<file path="src/rtl/pong_game_ctrl.sv">
// Pong game sequencer: paces ball steps, detects wall/paddle/goal contacts,
// issues bounce commands and runs the serve/point/game-over flow.
module pong_game_ctrl #(
  parameter int unsigned SCREEN_X     = 640,
  parameter int unsigned SCREEN_Y     = 480,
  parameter int unsigned PAD_X_L      = 16,
  parameter int unsigned PAD_X_R      = 616,
  parameter int unsigned PAD_W        = 8,
  parameter int unsigned PAD_H        = 64,
  parameter int unsigned SPEED        = 10,
  parameter int unsigned SERVE_FRAMES = 60,
  parameter int unsigned WIN_SCORE    = 9
) (
  input  logic       clock,
  input  logic       reset,
  input  logic       frame_tick,
  input  logic       start,
  input  logic [9:0] ball_x,
  input  logic [9:0] ball_y,
  input  logic [7:0] ball_w,
  input  logic [7:0] ball_h,
  input  logic [9:0] pad_l_y,
  input  logic [9:0] pad_r_y,
  output logic [1:0] bounce,
  output logic       move_en,
  output logic [3:0] score_l,
  output logic [3:0] score_r,
  output logic [1:0] winner,
  output logic [2:0] game_state
);

  typedef enum logic [2:0] {
    S_IDLE     = 3'd0,
    S_SERVE    = 3'd1,
    S_PLAY     = 3'd2,
    S_POINT    = 3'd3,
    S_GAMEOVER = 3'd4
  } state_e;

  localparam int unsigned FW = (SERVE_FRAMES > 1) ? $clog2(SERVE_FRAMES) : 1;

  localparam logic [FW-1:0] FRAME_LAST = FW'(SERVE_FRAMES - 1);
  localparam logic [7:0]    STEP_LAST  = 8'(SPEED - 1);
  localparam logic [3:0]    WIN        = 4'(WIN_SCORE);
  localparam logic [10:0]   SX         = 11'(SCREEN_X);
  localparam logic [10:0]   SY         = 11'(SCREEN_Y);
  localparam logic [10:0]   PXL        = 11'(PAD_X_L);
  localparam logic [10:0]   PXL_E      = 11'(PAD_X_L + PAD_W);
  localparam logic [10:0]   PXR        = 11'(PAD_X_R);
  localparam logic [10:0]   PXR_E      = 11'(PAD_X_R + PAD_W);
  localparam logic [10:0]   PH         = 11'(PAD_H);

  localparam logic [1:0] B_NONE  = 2'b00;
  localparam logic [1:0] B_PAD   = 2'b01;
  localparam logic [1:0] B_WALL  = 2'b10;
  localparam logic [1:0] B_SERVE = 2'b11;

  state_e        state_q, state_d;
  logic [FW-1:0] frame_q, frame_d;
  logic [7:0]    step_q, step_d;
  logic          move_en_q, move_en_d;
  logic          chk1_q, chk1_d;
  logic          chk2_q, chk2_d;
  logic [1:0]    bounce_q, bounce_d;
  logic          pad_lock_q, pad_lock_d;
  logic          wall_lock_q, wall_lock_d;
  logic [3:0]    score_l_q, score_l_d;
  logic [3:0]    score_r_q, score_r_d;
  logic [1:0]    winner_q, winner_d;
  logic          pt_right_q, pt_right_d;
  logic          serve_go;

  // Contact detection, all in 11 bits so no sum can wrap
  logic [10:0] bx, by, bx_end, by_end, pl_top, pr_top, pl_end, pr_end;
  logic        goal_l, goal_r, hit_l, hit_r, pad_hit, wall_hit;

  assign bx     = {1'b0, ball_x};
  assign by     = {1'b0, ball_y};
  assign bx_end = bx + {3'b000, ball_w};
  assign by_end = by + {3'b000, ball_h};
  assign pl_top = {1'b0, pad_l_y};
  assign pr_top = {1'b0, pad_r_y};
  assign pl_end = pl_top + PH;
  assign pr_end = pr_top + PH;

  assign goal_l   = (ball_x == '0);
  assign goal_r   = (bx_end >= SX);
  assign hit_l    = (bx < PXL_E) && (bx_end > PXL) && (by < pl_end) && (by_end > pl_top);
  assign hit_r    = (bx < PXR_E) && (bx_end > PXR) && (by < pr_end) && (by_end > pr_top);
  assign pad_hit  = hit_l | hit_r;
  assign wall_hit = (ball_y == '0) || (by_end >= SY);

  function automatic logic [3:0] sat_inc(input logic [3:0] v);
    return (v == 4'hF) ? v : v + 4'd1;
  endfunction

  always_comb begin
    state_d     = state_q;
    frame_d     = frame_q;
    step_d      = step_q;
    bounce_d    = B_NONE;
    chk1_d      = move_en_q;
    chk2_d      = chk1_q;
    pad_lock_d  = pad_lock_q;
    wall_lock_d = wall_lock_q;
    score_l_d   = score_l_q;
    score_r_d   = score_r_q;
    winner_d    = winner_q;
    pt_right_d  = pt_right_q;
    serve_go    = 1'b0;

    case (state_q)
      S_IDLE: begin
        if (start) begin
          score_l_d = '0;
          score_r_d = '0;
          winner_d  = '0;
          serve_go  = 1'b1;
        end
      end

      S_SERVE: begin
        // the entry cycle (bounce_q==serve) never counts a frame tick
        if (frame_tick && (bounce_q != B_SERVE)) begin
          if (frame_q == FRAME_LAST) begin
            state_d = S_PLAY;
            step_d  = '0;
          end else begin
            frame_d = frame_q + 1'b1;
          end
        end
      end

      S_PLAY: begin
        step_d = (step_q == STEP_LAST) ? '0 : step_q + 8'd1;
        if (chk2_q) begin
          if (goal_l || goal_r) begin
            state_d    = S_POINT;
            pt_right_d = goal_l;
          end else begin
            // a paddle contact, even a locked-out one, masks the wall
            if (pad_hit && !pad_lock_q) begin
              bounce_d = B_PAD;
            end else if (!pad_hit && wall_hit && !wall_lock_q) begin
              bounce_d = B_WALL;
            end
            pad_lock_d  = pad_hit && (pad_lock_q || (bounce_d == B_PAD));
            wall_lock_d = wall_hit && (wall_lock_q || (bounce_d == B_WALL));
          end
        end
      end

      S_POINT: begin
        if (pt_right_q) begin
          score_r_d = sat_inc(score_r_q);
          if (score_r_d == WIN) begin
            state_d  = S_GAMEOVER;
            winner_d = 2'b10;
          end else begin
            serve_go = 1'b1;
          end
        end else begin
          score_l_d = sat_inc(score_l_q);
          if (score_l_d == WIN) begin
            state_d  = S_GAMEOVER;
            winner_d = 2'b01;
          end else begin
            serve_go = 1'b1;
          end
        end
      end

      S_GAMEOVER: begin
        if (start) begin
          score_l_d = '0;
          score_r_d = '0;
          winner_d  = '0;
          serve_go  = 1'b1;
        end
      end

      default: state_d = S_IDLE;
    endcase

    if (serve_go) begin
      state_d     = S_SERVE;
      bounce_d    = B_SERVE;
      frame_d     = '0;
      pad_lock_d  = 1'b0;
      wall_lock_d = 1'b0;
    end

    move_en_d = (state_d == S_PLAY) && (step_d == STEP_LAST);
  end

  always_ff @(posedge clock or negedge reset) begin
    if (!reset) begin
      state_q     <= S_IDLE;
      frame_q     <= '0;
      step_q      <= '0;
      move_en_q   <= 1'b0;
      chk1_q      <= 1'b0;
      chk2_q      <= 1'b0;
      bounce_q    <= B_NONE;
      pad_lock_q  <= 1'b0;
      wall_lock_q <= 1'b0;
      score_l_q   <= '0;
      score_r_q   <= '0;
      winner_q    <= '0;
      pt_right_q  <= 1'b0;
    end else begin
      state_q     <= state_d;
      frame_q     <= frame_d;
      step_q      <= step_d;
      move_en_q   <= move_en_d;
      chk1_q      <= chk1_d;
      chk2_q      <= chk2_d;
      bounce_q    <= bounce_d;
      pad_lock_q  <= pad_lock_d;
      wall_lock_q <= wall_lock_d;
      score_l_q   <= score_l_d;
      score_r_q   <= score_r_d;
      winner_q    <= winner_d;
      pt_right_q  <= pt_right_d;
    end
  end

  assign bounce     = bounce_q;
  assign move_en    = move_en_q;
  assign score_l    = score_l_q;
  assign score_r    = score_r_q;
  assign winner     = winner_q;
  assign game_state = state_q;

endmodule

</file>
<file path="config.mk">
export PLATFORM = sky130hd
export DESIGN_NAME = pong_game_ctrl
export DESIGN_NICKNAME = d
export VERILOG_FILES = /design/src/rtl/pong_game_ctrl.sv
export SDC_FILE = /design/constraint.sdc
export NUM_CORES = 1
export LEC_CHECK = 0
export BUFFER_PORTS_ARGS = -buffer_cell sky130_fd_sc_hd__buf_4
export CORE_MARGIN = 1
export CORE_UTILIZATION = 57
export DETAILED_ROUTE_END_ITERATION = 10
export GPL_ROUTABILITY_DRIVEN = 0
export PLACE_DENSITY = 0.82
export SETUP_SLACK_MARGIN = 0.05
export SYNTH_ARGS = -nofsm -noshare
export SYNTH_HDL_FRONTEND = slang
export SYNTH_SLANG_ARGS = --single-unit
export TNS_END_PERCENT = 10
</file>
<file path="constraint.sdc">
create_clock -name clock -period 2.9 [get_ports clock]
set_input_delay 0.145 -clock clock [delete_from_list [all_inputs] [get_ports clock]]
set_output_delay 0.145 -clock clock [all_outputs]
set_load 0.01 [all_outputs]
</file>
======== Word level (Yosys, flattened, before mapping) ========
Index checks and enable logic that the tools add are counted.
storage, ports and cells
  input bits .............................. 60
  register bits after elaboration ......... 35
  logic and storage cells ................. 140
operators by class
  bitwise gates (word level) .............. 1
  reductions and logical operators ........ 35
  add/sub/neg operators ................... 8
  order comparisons ....................... 10
  equality and inequality tests ........... 22
  multiplexer cells ....................... 51
operator list
  kind                                                                  count
  two-way mux 2 bit                                                     13
  two-way mux 3 bit                                                     8
  two-way mux 6 bit                                                     4
  two-way mux 8 bit                                                     3
  adder 10 x 7 -> 11 bit (second input constant)                        2
  adder 10 x 8 -> 11 bit                                                2
  > comparator 11 x 10 -> 1 bit                                         2
  < comparator 10 x 11 -> 1 bit                                         2
  zero test 10 bit                                                      2
  two-way mux 4 bit                                                     5
  equality test 4 bit (second input constant)                           4
  equality test 8 x 4 -> 1 bit (second input constant)                  2
  case mux 4 bit (2 select lines)                                       2
  case mux 8 bit (2 select lines)                                       1
  AND reduction 3 bit                                                   5
  logical AND 1 bit                                                     13
  two-way mux 1 bit                                                     12
  case mux 3 bit (4 select lines)                                       1
  greater-or-equal comparator 11 x 10 -> 1 bit (second input constant)  1
  greater-or-equal comparator 11 x 9 -> 1 bit (second input constant)   1
  > comparator 11 x 10 -> 1 bit (second input constant)                 1
  > comparator 11 x 5 -> 1 bit (second input constant)                  1
  < comparator 10 bit (second input constant)                           1
  < comparator 10 x 5 -> 1 bit (second input constant)                  1
  21 further kinds                                                      38

======== Depth between registers and ports, before layout ========
Gate-level depths: netlist of the first run.
  word-level depth ........................ 21
  gate-level depth with buffers ........... 16
  mapped depth without buffers ............ 16

======== Worst setup path after synthesis of the first run ========
No wires, ideal clock.
  path type ............................... input to register
  from .................................... in ball_y[0]
  to ...................................... reg wall_lock_q
  arrival time ............................ 3.048 ns
  slack ................................... -0.215 ns
  stages .................................. 15
  setup time .............................. 0.067 ns
  buffers on the path ..................... 0
  path through ............................ ha_1 > fa_1 > a211oi_1 > o21ai_0 > a31oi_1 > xnor2_1 > ha_1 > nand4_1 > nor2_1 > a2111oi_0 > a21oi_1 > o21a_1 > o221ai_1 > and3b_1 > o221a_1
between the ends
  cells in the longest elaborated chain, start to end .. 19
ends and longest elaborated chain
  what                                                   RTL line  text
  start, declared                                        19        input logic [9:0] ball_y,
  adder 10 x 8 -> 11 bit (tied with other cells)         80        assign by_end = by + {3'b000, ball_h};
  > comparator 11 x 10 -> 1 bit (tied with other cells)  88        assign hit_l = (bx < PXL_E) && (bx_end > PXL) && (by < pl_end) && (by_end > pl_top);
  logical AND 1 bit, on equally long branches            88, 89
  OR 1 bit                                               90        assign pad_hit = hit_l | hit_r;
  zero test 1 bit                                        144       end else if (!pad_hit && wall_hit && !wall_lock_q) begin
  logical AND 1 bit (2 in series)                        144
  two-way mux 2 bit                                      144
  two-way mux 2 bit                                      142       if (pad_hit && !pad_lock_q) begin
  [2 not listed]                                         --
  two-way mux 2 bit                                      112       case (state_q)
  equality test 2 bit                                    148       wall_lock_d = wall_hit && (wall_lock_q || (bounce_d == B_WALL));
  logical OR 1 bit                                       148
  logical AND 1 bit (*)                                  148
  two-way mux 1 bit (*)                                  137       if (goal_l || goal_r) begin
  two-way mux 1 bit (*)                                  136       if (chk2_q) begin
  two-way mux 1 bit (*)                                  112
  two-way mux 1 bit (*)                                  185       if (serve_go) begin
  end signal, assigned                                   220       wall_lock_q <= wall_lock_d;
  end, declared                                          66        logic wall_lock_q, wall_lock_d;
Mark *: on every way between the ends. The rest lies on a longest branch, timed or not. The select of a mux whose other input is x is not followed.
A chain may end at the register's enable or synchronous reset.

======== Worst setup path in the final report of the first run ========
  from .................................... in ball_y[1]
  to ...................................... reg wall_lock_q
The elaborated chain is that of the path after synthesis.

==> out/summary.md, run 1 <==
The flow ran to the end, but the final reports show violations. The checks that failed: setup timing. STA puts the critical path data required time at 3.13 ns. After clock tree synthesis, the clock-pin slew on the worst setup and hold paths is 0.07 ns. For this run, global-route usage on met3 was measured as 4.08%. The final critical path takes up 100% of the cycle. In this run the cell area of the synthesized design comes to 3740 um^2. The number of enable-type register cells in the synthesized netlist works out to 0. The class of the most critical setup path is in -> reg. Of all nets on the critical path, the largest fanout is 3. The number of clock buffers added by TritonCTS is 5. The wire length per cell was 15.0 um; the final setup violation count was 1.

The count of cells in the finished layout, fillers not included, comes to 618. The number of cells on the worst reg-to-reg path is 7. Area fraction of the dominant cell type after synthesis: 23.4%.

The net count of the finished layout is 667. For the setup slack of the most critical reg-to-reg path, the log shows 0.25 ns. For the count of different cell masters after synthesis, the log shows 65. The clock tree root driver cell is clkbuf_8.

In this run the tool buffered the top-level ports with 75 buffer cells. The tools report the capture instance of the worst register-to-register path as move_en$_DFF_PN0_. After global routing, the most crowded layer is met2.

Launch point of the worst path: ball_y[1]. The number of instances in the synthesized netlist is 434. Of the cells placed in the final design, the portion with a size suffix greater than 1 is 26.2%.

The total global-route track usage was 27.5%; the number of hold violations in the final report was 0. The run gives 0 as the count of final max-slew check failures. In the synthesized netlist, the cells that appear most often are ha_1 (63), dfrtp_1 (35), inv_1 (34), nor2_1 (34), o21ai_0 (31).

The tools report the timing-limited maximum frequency as 344 MHz. The logs give 3,655 for the number of vias in the routed layout and 75.3% for the final core utilization. The die covers 6880 um^2. The initial antenna violation count was 0. 0 antenna diodes ended up in the layout. Setup repair after global routing could not meet its margin everywhere. Type of element launching the critical path: an input port. The type of element capturing the critical path was a flip-flop. Number of cells on the worst hold path: 3. The most common cell type on the critical path was ha_1. The number of nets handed over by synthesis was 559. The run gives 0.00876 ns as the worst clock skew on the final layout. The worst min-delay path category is in -> reg. From left edge to right edge, the die measures 83.0 um. The logs give 3.13 ns for the arrival time at the worst endpoint and 76 for the number of I/O pins.

Dividing the detail-routed via count by the number of cells gives 5.91. The number of standard-cell rows in the floorplan was 29; the fraction of synthesis flops using an asynchronous set or reset pin was 100%. Across the VDD grid, the largest voltage drop is 627 uV. Critical path capture point: wall_lock_q$_DFFE_PN0P_.

Measured against its own limit, the worst slew margin works out to 64.1%. Entering global routing, the biggest net connects 36 pins. The worst-path cell with the longest stage delay is or3_1. The delay of the slowest cell on the worst path came out at 0.37 ns.

The first global-routing pass estimated 15,700 um of wire. The run gives 0 as the number of max-cap violations. Sequential area share after synthesis: 23.4%. The run gives 2 as the CTS H-tree depth. The buffering stage count on the worst path with inverters included works out to 1. The via count of the first global-routing pass was 3,597; the average size of a mapped cell was 8.61 um^2. Critical path's top delay family: compound AO/OA/AOI/OAI gates.

The count of filler cells inserted in the layout was 469; the power per standard cell area was 462 nW/um^2. The tools report the leftover overflow at the end of global routing as 0. The die is 83.0 um tall. Once placement completed, the tool counted placed cells totaling 607. Clock period minus final worst setup slack: 2.91 ns.

TritonCTS built the clock tree. In this run the number of cells on the critical path is 17. The largest total area in the synthesized netlist belongs to dfrtp_1. The signed area change from the synthesized netlist to the final layout was 28.0%; the number of search-and-repair iterations in the first detailed-routing pass was 4.

The clock net in this run drives a total of 35 sinks. The tools report the total wire length as 9290 um. The total area inside the core boundary comes to 6350 um^2.

The clock passes through at most 2 buffers. By instance count, the leading cell after synthesis is ha_1. The logs give 150 for the iteration-0 DRC count of the detailed router and 34.6% for the met1 routing resource usage after global routing. The Yosys step of the flow raised 0 warnings. The top flip-flop cell by instance count after synthesis is dfrtp_1. The clock reaches the later pin of the worst-skew pair after 0.28 ns. The measured slew at the worst slew-check pin works out to 0.535 ns.

In this run the critical register-to-register path is launched from step_q[4]$_DFF_PN0_. The half-perimeter wire length after detailed placement was 7610 um. In this run, synthesis produced a sequential element count of 35. The final antenna-violating net count was 0.

The logs give 58.9% for the starting utilization of the core area and 48.4% for the met2 capacity usage during global routing. After detailed routing, the number of remaining DRC violations is 0. For this design the static power due to leakage is 2.35 nW. Traced cell by cell, the critical path runs through buf_4 > ha_1 > a211oi_2 > o21bai_1 > a21boi_1 > nor2_1 > o21ai_2 > xnor2_2 > ha_1 > nand4_1 > or3_1 > o21ai_0 > a21oi_1 > o21a_1 > o221ai_2 > and3b_2 > o221a_1. Yosys attributes the largest share of cell area to dfrtp_1 (23%), ha_1 (21%), o21ai_0 (4.2%). The worst-case setup margin in the final layout is -0.00558 ns.
final cells by class:
cell class	count	area [um^2]	share of cell area [%]
Tap cell	77	96.3	2.01
Multi-Input combinational cell	359	2800	58.5
Timing Repair Buffer	107	813	17.0
Clock buffer	6	72.6	1.52
Sequential cell	35	876	18.3
Inverter	34	128	2.67
registers in the layout, indices dropped and copies added (netlist names):
| signal | count |
|---|---|
| pt_right_q | 1 |
| frame_q | 6 |
| winner | 2 |
| bounce | 2 |
| game_state | 3 |
| pad_lock_q | 1 |
| wall_lock_q | 1 |
| chk2_q | 1 |
| score_r | 4 |
| step_q | 8 |
| chk1_q | 1 |
| score_l | 4 |
| move_en | 1 |
worst min path at each step:
stage              start                     end  slack (ns)
2_1_floorplan      reset     bounce[0]$_DFF_PN0_       -0.15
3_3_place_gp       reset  score_l[2]$_DFFE_PN0P_        0.12
3_5_place_dp       reset  score_l[3]$_DFFE_PN0P_        0.12
4_1_cts        ball_x[4]  pt_right_q$_DFFE_PN0P_        0.31
5_1_grt        ball_x[4]  pt_right_q$_DFFE_PN0P_        0.34
6_report       ball_x[4]  pt_right_q$_DFFE_PN0P_        0.32
tightest hold or removal path: cells and delay by family:
family	cells	cell delay, ns
compound gates	1	0.23
buf+inv	1	0.11
simple gates	1	0.09
power by group:
group	switching (W)	internal, W	total [W]
clock network	0.000155	0.000160	0.000315
logic	0.000653	0.000557	0.00121
registers	0.000110	0.000575	0.000685
total	0.000918	0.00129	0.00221
what timing repair did:
| item | CTS | global route |
|---|---|---|
| pin swaps | 9 | 3 |
| resized for setup | 8 | 8 |
| hold buffers | 1 | 0 |
| buffers inserted | 3 | 1 |
| setup endpoints to repair | 4 | 5 |
| cloned | 0 | 0 |
| endpoints found under the hold margin | 35 | 0 |
logic make-up after synthesis:
kind of cell             share of synthesized area (%)
XOR/XNOR                                          6.09
adder cells (fa/ha/maj)                           22.2
AND/OR/NAND/NOR                                   20.9
AO/OA/AOI/OAI                                     21.9
multiplexers                                      1.47
buffers and inverters                             4.12
flip-flops                                        23.4
cells in the final DEF, fill, tap and decap left out, types with 5 or more instances in the layout:
cell      instances
buf_4           104
ha_1             62
dfrtp_1          35
inv_1            34
nor2_1           33
nand2_1          29
o21ai_0          29
a21oi_1          23
nand3_1          16
xor2_1           11
xnor2_1          11
nand2b_1          8
nor3_1            8
nand4_1           8
nor3b_1           6
a21o_1            6
a211oi_1          6
nor2b_1           5
clkbuf_8          5
metal layers:
layer	routed length, um	share of wire, %
met5	0	0
met4	139	1.5
met3	357	3.8
met2	4730	51
met1	4060	44
stage by stage:
step | cell area (um^2) | total power, W | setup TNS [ns] | worst slack [ns] | hold WS, ns
floorplan | 3760 | 0.00141 | -0.0574 | -0.0442 | -0.151
global placement | 4600 | 0.00181 | -1.33 | -0.371 | 0.119
detailed placement | 4600 | 0.00185 | -1.93 | -0.524 | 0.117
CTS | 4720 | 0.00219 | 0 | 0.0218 | 0.314
global route | 4780 | 0.00239 | -0.587 | -0.174 | 0.342
finish | 4780 | 0.00221 | -0.00558 | -0.00558 | 0.325
(Power assumes the default switching activity.)
==> run 2: changes to the inputs <==
--- a/config.mk
+++ b/config.mk
@@ -6,11 +6,13 @@
 export NUM_CORES = 1
 export LEC_CHECK = 0
 export BUFFER_PORTS_ARGS = -buffer_cell sky130_fd_sc_hd__buf_4
+export CELL_PAD_IN_SITES_DETAIL_PLACEMENT = 1
+export CELL_PAD_IN_SITES_GLOBAL_PLACEMENT = 1
 export CORE_MARGIN = 1
-export CORE_UTILIZATION = 57
+export CORE_UTILIZATION = 42
 export DETAILED_ROUTE_END_ITERATION = 10
 export GPL_ROUTABILITY_DRIVEN = 0
-export PLACE_DENSITY = 0.82
+export PLACE_DENSITY_LB_ADDON = 0.1
 export SETUP_SLACK_MARGIN = 0.05
 export SYNTH_ARGS = -nofsm -noshare
 export SYNTH_HDL_FRONTEND = slang
==> run 2 against run 1 <==
The flow still finishes with violations (setup timing). Via count increased by 3.6%. Power up 6.1%. Critical path type unchanged. Clock-buffer cell count decreased by 1. Highest routed layer unchanged.
==> out/summary.md, run 2 (synthesis results as in run 1) <==
The flow ran to the end, but the final reports show violations. The checks that failed: setup timing. Maximum vdd ir drop: 212 uV (-66%). The fraction of layout instances using a drive strength above 1 is 28.1% (+1.9 points), and the total global-route track usage is 24.9% (-2.6 points). Power per standard cell area: 475 nW/um^2 (+2.9%). In the layout the commonest cells are buf_4 (112), ha_1 (60), dfrtp_1 (35). The logs give 17,900 um (+14%) for the global-route wire length before repair and 0.00429 ns (-0.00447 ns) for the worst clock skew on the final layout.

In this run the clock root is driven by a clkbuf_8. The final setup violation count was 3 (+2); the starting utilization of the core area was 43.1% (-16 points). The tools report the post-route DRC violation count as 0 (unchanged). The tightest min-delay check is of the in -> reg type. Leaving out fill and tap cells, the most frequent cell in the layout is buf_4.

The run gives 0 (unchanged) as the leftover overflow at the end of global routing. The worst hold slack was 0.321 ns (-0.00418 ns). The worst-case setup margin in the final layout was -0.0972 ns (-0.0916 ns). The logs give 0 (unchanged) for the number of hold violations in the final report and -0.481 ns (+0.0428 ns) for the worst setup timing slack at the placement stage. For the iteration-0 DRC count of the detailed router, the log shows 90 (-40%).

The final worst-path cycle share came out at 103% (+3.2 points). The power consumption is 0.00234 W (+6.1%). The tools report the via count of the first global-routing pass as 3,912 (+8.8%).

The initial antenna violation count came out at 0 (unchanged). Setup repair after global routing could not meet its margin everywhere. The final antenna-violating net count was 0 (unchanged); the core area was 8680 um^2 (+37%).

TritonCTS built the clock tree. The chip width is 96.3 um (+16%). The via-per-instance ratio is 5.74 (-2.9%), and the clock input transition at the sequential cells of the worst setup and hold paths is 0.07 ns (about the same). The worst setup path is captured at a flip-flop. The number of max-cap violations came out at 0 (unchanged). The logs give 35 (unchanged) for the total number of clock tree sinks and 8950 um (+18%) for the half-perimeter wire length after detailed placement.

Clock period minus final worst setup slack: 3.00 ns (+0.0916 ns). The class of the most critical setup path is in -> reg. The timing-limited maximum frequency was 334 MHz (-3.1%); the number of vias in the routed layout was 3,785 (+3.6%). The flip-flop count of the largest register, all copies and words added works out to 8 (unchanged). The largest registers in the layout are step_q x8, frame_q x6.

The run gives 3.17 ns (+0.04 ns) as the arrival time at the worst endpoint. For the number of standard-cell rows in the floorplan, the log shows 34 (+17%). The logs give 675 (+1.2%) for the final-stage net count and 0 (unchanged) for the number of antenna cells inserted. The worst endpoint required time is 3.07 ns (-0.06 ns), and the measured slew at the worst slew-check pin is 0.537 ns (+0.00142 ns). The run gives 11,400 um (+23%) as the total wire length.

The number of I/O pins was 76 (unchanged). The register with the most flip-flops in the final layout is step_q. The count of filler cells inserted in the layout came out at 1,056 (+130%).

CTS H-tree depth: 2 (unchanged). For the worst slew margin relative to its limit, the log shows 64.1% (about the same). For the maximum clock insertion buffer count, the log shows 2 (unchanged).

The count of final max-slew check failures was 0 (unchanged); the signed area change from the synthesized netlist to the final layout was 31.9%. The die area was 9280 um^2 (+35%); the leakage dissipation was 2.39 nW (+1.9%). The number of port buffers is 75 (unchanged). The largest net degree at the start of global routing is 36 (unchanged). The wire length per cell is 17.3 um (+15%), and the largest fanout on the critical path is 3 (unchanged). Clock network latency to the later pin of the worst-skew pair: 0.28 ns (about the same).

The TritonCTS buffer count came out at 5 (unchanged). The overall die height is 96.3 um (+16%). The worst setup path is launched from an input port.

The number of search-and-repair iterations in the first detailed-routing pass came out at 4 (unchanged).
run 2: cell count changes in the layout (fill, tap and decap cells not counted), sizes merged:
cell    delta
buf        +8
clkbuf     -1
clkinv     +3
run 2: cell type report:
cell class	instances	area, um^2	share of cell area (%)
clock buffer	5	68.8	1.40
inverter	34	128	2.59
tap	108	135	2.74
sequential	35	876	17.8
timing repair buffer	115	877	17.8
clock inverter	3	15.0	0.304
multi-input combinational	359	2830	57.4
run 2: per-stage QoR:
step           setup TNS [ns]  instances  area (um^2)  utilization [%]
2_1_floorplan         -0.0574        434         3760                -
4_1_cts               -0.0494        657         4830             55.6
3_5_place_dp            -1.75        642         4670             53.8
5_1_grt                -0.536        659         4930             56.8
6_report               -0.153        659         4930             56.8
3_3_place_gp            -1.42        642         4670             53.8
run 2: critical path, stage by stage:
cell and delay, ns:
buf_8 0.10, ha_4 0.16, fa_2 0.39, a211oi_4 0.30
o21ai_2 0.10, a31oi_4 0.21, xnor2_2 0.11, buf_4 0.16
ha_4 0.26, o21a_1 0.11, o21a_1 0.10, o32ai_1 0.07
a31oi_1 0.18, o21ai_1 0.08, a31o_2 0.23, and3b_2 0.23
o221a_1 0.22
run 2: timing repair:
item | 4_1_cts | 5_1_grt
gates resized for setup | 6 | 17
hold buffers | 1 | 0
endpoints found under the setup margin | 4 | 4
buffers inserted | 6 | 2
hold endpoints to repair | 35 | 0
pin swaps | 16 | 24
run 2: worst paths after layout:
check                           depth (start not counted)                 endpoint  slack [ns]                start
min in group asynchronous                               2   score_l[0]$_DFFE_PN0P_        0.34                reset
max in group asynchronous                               2         chk1_q$_DFF_PN0_        2.22                reset
worst min-delay path                                    3   pt_right_q$_DFFE_PN0P_        0.32            ball_x[4]
worst max register to register                          7        move_en$_DFF_PN0_        0.38  step_q[5]$_DFF_PN0_
worst min register to register                          0         chk2_q$_DFF_PN0_        0.36     chk1_q$_DFF_PN0_
worst max-delay path                                   17  wall_lock_q$_DFFE_PN0P_        -0.1            ball_y[0]
run 2: power by group:
group / leakage, nW / switching, W / internal [W]
registers: 0.476 / 0.000114 / 0.000574
clock network: 0.0477 / 0.000178 / 0.000164
logic: 1.87 / 0.000705 / 0.000608
run 2: routing by layer:
layer	vias up	track usage (%)	routed length, um
met1	1828	28.5	4820
met3	30	2.92	362
met2	91	45.9	5870
met4	0	11.4	377
li1	1836	-	-
met5	-	0	0
